$ cat config.mk
export PLATFORM = sky130hd
export DESIGN_NAME = bcd_updown_counter_nd
export DESIGN_NICKNAME = d
export VERILOG_FILES = /design/src/rtl/bcd_updown_counter_nd.sv
export SDC_FILE = /design/constraint.sdc
export NUM_CORES = 1
export LEC_CHECK = 0
export CAP_MARGIN = 30
export CORE_MARGIN = 8
export CORE_UTILIZATION = 45
export CTS_CLUSTER_SIZE = 14
export DETAILED_ROUTE_END_ITERATION = 10
export GPL_TIMING_DRIVEN = 0
export MAX_ROUTING_LAYER = met4
export PLACE_DENSITY = 0.75
export SLEW_MARGIN = 10
export SYNTH_ARGS = -nofsm -noshare
export SYNTH_HDL_FRONTEND = slang
export SYNTH_HIERARCHICAL = 1
export SYNTH_SLANG_ARGS = --single-unit
export TNS_END_PERCENT = 20
$ cat constraint.sdc
create_clock -name CP -period 2.3 [get_ports CP]
set_input_delay 0.46 -clock CP [delete_from_list [all_inputs] [get_ports CP]]
set_output_delay 0.46 -clock CP [all_outputs]
set_load 0.01 [all_outputs]
$ cat src/rtl/bcd_updown_counter_nd.sv
// N-digit 8421-BCD up/down counter with programmable inclusive terminal value,
// synchronous preset, wrap/saturate mode and a sticky illegal-BCD flag.

module bcd_digit_nd (
  input  logic [3:0] q,
  input  logic [3:0] d,
  input  logic [3:0] mx,
  input  logic       ci,
  input  logic       bi,
  output logic [3:0] inc,
  output logic [3:0] dec,
  output logic       d_ok,
  output logic       m_ok,
  output logic       nine,
  output logic       zero
);
  assign nine = (q == 4'd9);
  assign zero = (q == 4'd0);
  assign d_ok = (d <= 4'd9);
  assign m_ok = (mx <= 4'd9);
  assign inc  = !ci ? q : (nine ? 4'd0 : q + 4'd1);
  assign dec  = !bi ? q : (zero ? 4'd9 : q - 4'd1);
endmodule

module bcd_updown_counter_nd #(
  parameter int DIGITS = 2,
  parameter int W      = 4*DIGITS
) (
  input  logic         CP,
  input  logic         CR,
  input  logic         CE,
  input  logic         PE,
  input  logic         UP,
  input  logic         MODE,
  input  logic [W-1:0] D,
  input  logic [W-1:0] MAX,
  output logic [W-1:0] Q,
  output logic         TC,
  output logic         ERR
);
  logic [DIGITS-1:0] cy, bw, d_ok, m_ok, nine, zero;
  logic [W-1:0]      q_inc, q_dec, q_nxt;
  logic              err_nxt, d_legal, max_legal, q_zero, q_eq_max, q_lt_max;

  // Ripple carry/borrow: a digit steps only when every lower digit rolls over.
  assign cy[0] = 1'b1;
  assign bw[0] = 1'b1;

  genvar i;
  generate
    for (i = 0; i < DIGITS; i++) begin : g_dig
      if (i > 0) begin : g_chain
        assign cy[i] = cy[i-1] & nine[i-1];
        assign bw[i] = bw[i-1] & zero[i-1];
      end
      bcd_digit_nd u_dig (
        .q   (Q[4*i +: 4]),
        .d   (D[4*i +: 4]),
        .mx  (MAX[4*i +: 4]),
        .ci  (cy[i]),
        .bi  (bw[i]),
        .inc (q_inc[4*i +: 4]),
        .dec (q_dec[4*i +: 4]),
        .d_ok(d_ok[i]),
        .m_ok(m_ok[i]),
        .nine(nine[i]),
        .zero(zero[i])
      );
    end
  endgenerate

  assign d_legal   = &d_ok;
  assign max_legal = &m_ok;
  assign q_zero    = &zero;
  assign q_eq_max  = (Q == MAX);
  assign q_lt_max  = (Q < MAX);

  assign TC = CE & ~PE & max_legal & ((UP & q_eq_max) | (~UP & q_zero));

  always_comb begin
    q_nxt   = Q;
    err_nxt = ERR;
    if (PE) begin
      if (d_legal) begin
        q_nxt   = D;
        err_nxt = 1'b0;
      end else begin
        err_nxt = 1'b1;
      end
    end else if (CE) begin
      if (!max_legal) begin
        err_nxt = 1'b1;
      end else if (UP) begin
        if (q_lt_max)                 q_nxt = q_inc;
        else if (!(q_eq_max && MODE)) q_nxt = '0;
      end else begin
        // Above MAX snaps to MAX regardless of mode.
        if (!q_lt_max && !q_eq_max)   q_nxt = MAX;
        else if (q_zero)              q_nxt = MODE ? Q : MAX;
        else                          q_nxt = q_dec;
      end
    end
  end

  always_ff @(posedge CP or negedge CR) begin
    if (!CR) begin
      Q   <= '0;
      ERR <= 1'b0;
    end else begin
      Q   <= q_nxt;
      ERR <= err_nxt;
    end
  end
endmodule

* After elaboration in Yosys (flattened, before gate mapping)
Cells that the tools add are included.
Word-level totals: flip-flop bits (word level) 9, word-level logic and storage cells 63, bits of input ports 22
Operators by class: mux-type cells 20, $lt $le $gt $ge 5, bitwise logic cells 8, reduce and logical (&&, ||, !) cells 15, add/subtract/negate cells 4, equality and inequality tests 8
Operators by type and width (count):
- $mux 8 | 10
- $mux 4 | 6
- $le 4x4->1 const B | 4
- $add 4x1->4 const B | 2
- $eq 4x4->1 const B | 2
- $eq 8x8->1 | 1
- $logic_not 4->1 | 2
- $lt 8x8->1 | 1
- $reduce_and 2->1 | 4
- $sub 4x1->4 const B | 2
- $reduce_and 7->1 | 1
- $and 1x1->1 | 5
- $ne 5x4->1 const B | 1
- $reduce_and 5->1 | 1
- $reduce_bool 5->1 | 1
- $mux 1 | 4
- $ne 4x3->1 const B | 1
- $ne 4x4->1 const B | 1
- $reduce_bool 2->1 | 2
- $logic_and 1x1->1 | 2
- $logic_not 1->1 | 2
- $ne 2x1->1 const B | 1
- $ne 2x2->1 const B | 1
- $not 1->1 | 2
- $or 1x1->1 | 1

* Depth between registers and ports, before layout
word-level depth 9, mapped depth 9, mapped depth without buffers 8

* Modules after synthesis
Netlist, hierarchy kept.
Modules (own cells, without submodules):
- bcd_updown_counter_nd | cells an instance 112, area an instance 904.6 µm², sequential area each 225.2 µm², instances 1
- bcd_digit_nd | cells an instance 29, area an instance 183.9 µm², sequential area each 0.0 µm², instances 2

* Least setup slack after synthesis
Ideal clock, no wire load.
path type reg2reg, start reg Q[1], end reg Q[1], arrival time 2270 ps, data required time 2175 ps, buffers on the path 2, cell stages (with the launch flop) 10, setup time 125 ps, path slack -95 ps, path through dfrtp_1 -> buf_2 -> nor4_1 -> and2_1 -> nor2_1 -> a31oi_1 -> o21a_1 -> a32o_2 -> buf_6 -> mux2_4
On the way: longest elaborated chain between the ends 8, elaborated cells between the ends (all ways) 23
Ends and longest elaborated chain:
- from (decl) | line 37 | output logic [W-1:0] Q,
- from (signal assigned) | line 110 | Q <= q_nxt;
- $logic_not 4->1 * | line 18 | assign zero = (q == 4'd0);
- named net bw[1] | line 41 | logic [DIGITS-1:0] cy, bw, d_ok, m_ok, nine, zero;
- $mux 4 / $reduce_and 2->1 (equally long branches) | line 22, 74
- $mux 8 | line 99 | else if (q_zero) q_nxt = MODE ? Q : MAX;
- $mux 8 | line 98 | if (!q_lt_max && !q_eq_max) q_nxt = MAX;
- $mux 8 | line 93 | end else if (UP) begin
- $mux 8 | line 91 | if (!max_legal) begin
- $mux 8 | line 90 | end else if (CE) begin
- $mux 8 | line 83 | if (PE) begin
The timed path passes the listed nets; every way through them passes the cells marked *. The select of a mux whose other input is x is not followed. A chain may end at the register's enable or synchronous reset.

* Worst setup path in the final report
start in MAX[2], end reg Q[1]
On the way: longest elaborated chain between the ends 8, elaborated cells between the ends (all ways) 18
Ends and longest elaborated chain:
- from (decl) | line 36 | input logic [W-1:0] MAX,
- $lt 8x8->1 / $eq 8x8->1 (equally long branches) | line 76, 75
- $logic_not 1->1 | line 98
- $logic_and 1x1->1 | line 98
- $mux 8 | line 98
- $mux 8 | line 93
- $mux 8 | line 91
- $mux 8 | line 90
- $mux 8 | line 83
Several ways; a longest one is shown, not always the timed one. The select of a mux whose other input is x is not followed.

==> flow_summary.json <==
{
  "via_count": 1613,
  "grt_pass1_vias": 1526,
  "area_growth_pct": 56.2,
  "die-area_um2": 4760,
  "antenna_found_initial": 0,
  "final_nets": 254,
  "powerDensity_nw_per_um2": 911,
  "synthCells": 169,
  "wl_per_cell_um": 19.1,
  "critPathBufInv": 2,
  "grt_pass1_wl_um": 7130,
  "first_pass_iters": 7,
  "syn_avg_cell_area_um2": 7.48,
  "drt_iter0_markers": 214,
  "min_period_ns": 2.35,
  "nFillCells": 219,
  "worstSetupEndpointType": "flip-flop",
  "cts.path.max_buffers": 2,
  "htreeDepth": 1,
  "fp.dieH_um": 69.0,
  "grt_overflow": 0,
  "cp_top_family": "compound AO/OA/AOI/OAI gates",
  "leakage_nw": 0.842,
  "insertion_delay_ns": 0.27,
  "violations": "setup timing",
  "clock_tree.root_cell": "clkbuf_4",
  "place_ws_ns": -0.680,
  "antenna_cells": 0,
  "cp-start-kind": "input port",
  "setup_viol": 2,
  "cts_tree": "yes",
  "critical-path-max-stage-delay_ns": 0.37,
  "grt_max_degree": 11,
  "fmax_mhz": 426,
  "core_area_um2": 2710,
  "power.total_mw": 1.80,
  "cp.arrival_ns": 2.51,
  "critPathRequiredTime_ns": 2.46,
  "status": "complete, but fails checks",
  "ant_nets": 0,
  "cts_sinks": 9,
  "gp_congestion": 0.860,
  "cts_inserted_buffers": 3,
  "rows": 19,
  "setup_ws_ns": -0.0461,
  "setup_tns_ns": -0.0543,
  "skew_ns": 0.00170,
  "io_buffers": 31,
  "start_util": 0.466,
  "critPathMaxFanout": 8,
  "slew_viol_final": 0,
  "drv_cap": 0,
  "ioPinCount": 32,
  "syn_area_um2": 1260,
  "worst-setup-path-type": "in2reg",
  "grtUsageTotal": 0.201,
  "drc": 0,
  "avgViaCountPerCell": 6.35,
  "ir_drop_uv": 653,
  "path_cells": "dlygate4sd2_1, inv_1, ha_4, nand4_1, nor2_2, a21oi_4, o221a_4, a221o_1, mux2_4",
  "place_hpwl_um": 3190,
  "grt_setup_unrepaired": "true",
  "wirelength_um": 4850,
  "hp-class": "in2async",
  "slowest_stage": "a221o_1",
  "clkTransAtPathRegs_ns": 0.08,
  "ys_warn_count": 6,
  "hold_viol": 0,
  "whs_ns": 0.493,
  "die_w_um": 69.0,
  "drive_gt1_frac": 0.305,
  "finalCritPeriodShare": 1.02
}
power by group:
group | internal [mW] | switching, mW | total (mW)
clock | 0.0644 | 0.0783 | 0.143
combinational | 0.663 | 0.651 | 1.31
sequential | 0.223 | 0.120 | 0.343
total | 0.950 | 0.849 | 1.80
repair_timing:
action / CTS / global route
gates cloned: 0 / 0
endpoints found under the setup margin: 9 / 9
setup buffers: 5 / 9
pin swaps: 10 / 12
hold buffers: 0 / 0
gates resized for setup: 33 / 30
area by class of cell:
cell class / instances / area [um2] / share of cell area
well taps: 31 / 38.8 / 0.0196
clock inverters: 1 / 5.00 / 0.00253
clock buffers: 3 / 22.5 / 0.0114
inverters: 17 / 63.8 / 0.0323
multi-input cells: 140 / 1150 / 0.580
plain buffers: 8 / 66.3 / 0.0336
repair buffers: 45 / 398 / 0.202
flip-flops and latches: 9 / 234 / 0.119
worst reg2reg max path, cell delays in order (launching register included):
cell	delay (ns)
dfrtp_2	0.45
ha_4	0.23
a211oi_4	0.23
o21ba_4	0.23
a21oi_4	0.09
o221a_4	0.32
a221o_1	0.38
mux2_4	0.28
per-layer routing:
layer  global-route usage  vias to the layer above  share of wire  routed length [um]
met5                    -                        -              0                   0
met4                0.123                        0          0.052                 252
met3               0.0291                       30          0.077                 372
met2                0.336                      116           0.50                2440
met1                0.220                      747           0.37                1780
li1                     -                      720              -                   -
worst paths after layout:
path / startpoint / endpoint / slack, ns / cells after the start
min in group CP: ERR / ERR / 0.55 / 1
min reg2reg: ERR / ERR / 0.55 / 1
max reg2reg: Q[5] / Q[1] / -0.01 / 7
max in group asynchronous: CR / Q[1] / 1.47 / 1
max: MAX[2] / Q[1] / -0.05 / 9
min: CR / ERR / 0.49 / 1
cells in the final DEF (no fill, tap or decap), drive strengths merged, types with 2 or more instances in the layout:
| master | n |
|---|---|
| a21o | 2 |
| a21oi | 5 |
| a221oi | 7 |
| a32oi | 7 |
| and4b | 2 |
| buf | 21 |
| clkbuf | 6 |
| clkdlybuf4s50 | 22 |
| conb | 6 |
| dfrtp | 9 |
| dlygate4sd2 | 6 |
| ha | 8 |
| inv | 17 |
| mux2 | 3 |
| nand2 | 30 |
| nand3 | 7 |
| nand4 | 2 |
| nor2 | 8 |
| nor2b | 6 |
| nor3 | 2 |
| nor4 | 5 |
| o21ai | 14 |
| or3 | 4 |
| xnor2 | 2 |
| xor2 | 6 |
metrics by stage:
| stage | utilization | instance area [um2] | cells |
|---|---|---|---|
| after floorplan | - | 1290 | 174 |
| after global placement | 0.604 | 1640 | 236 |
| after detailed placement | 0.604 | 1640 | 236 |
| after CTS | 0.665 | 1800 | 245 |
| after global routing | 0.729 | 1970 | 254 |
| final | 0.729 | 1970 | 254 |
registers in the layout, summed over array words and instances (netlist names):
name  count
ERR       1
Q         8
Note: power is estimated with default switching activity, not from simulation.
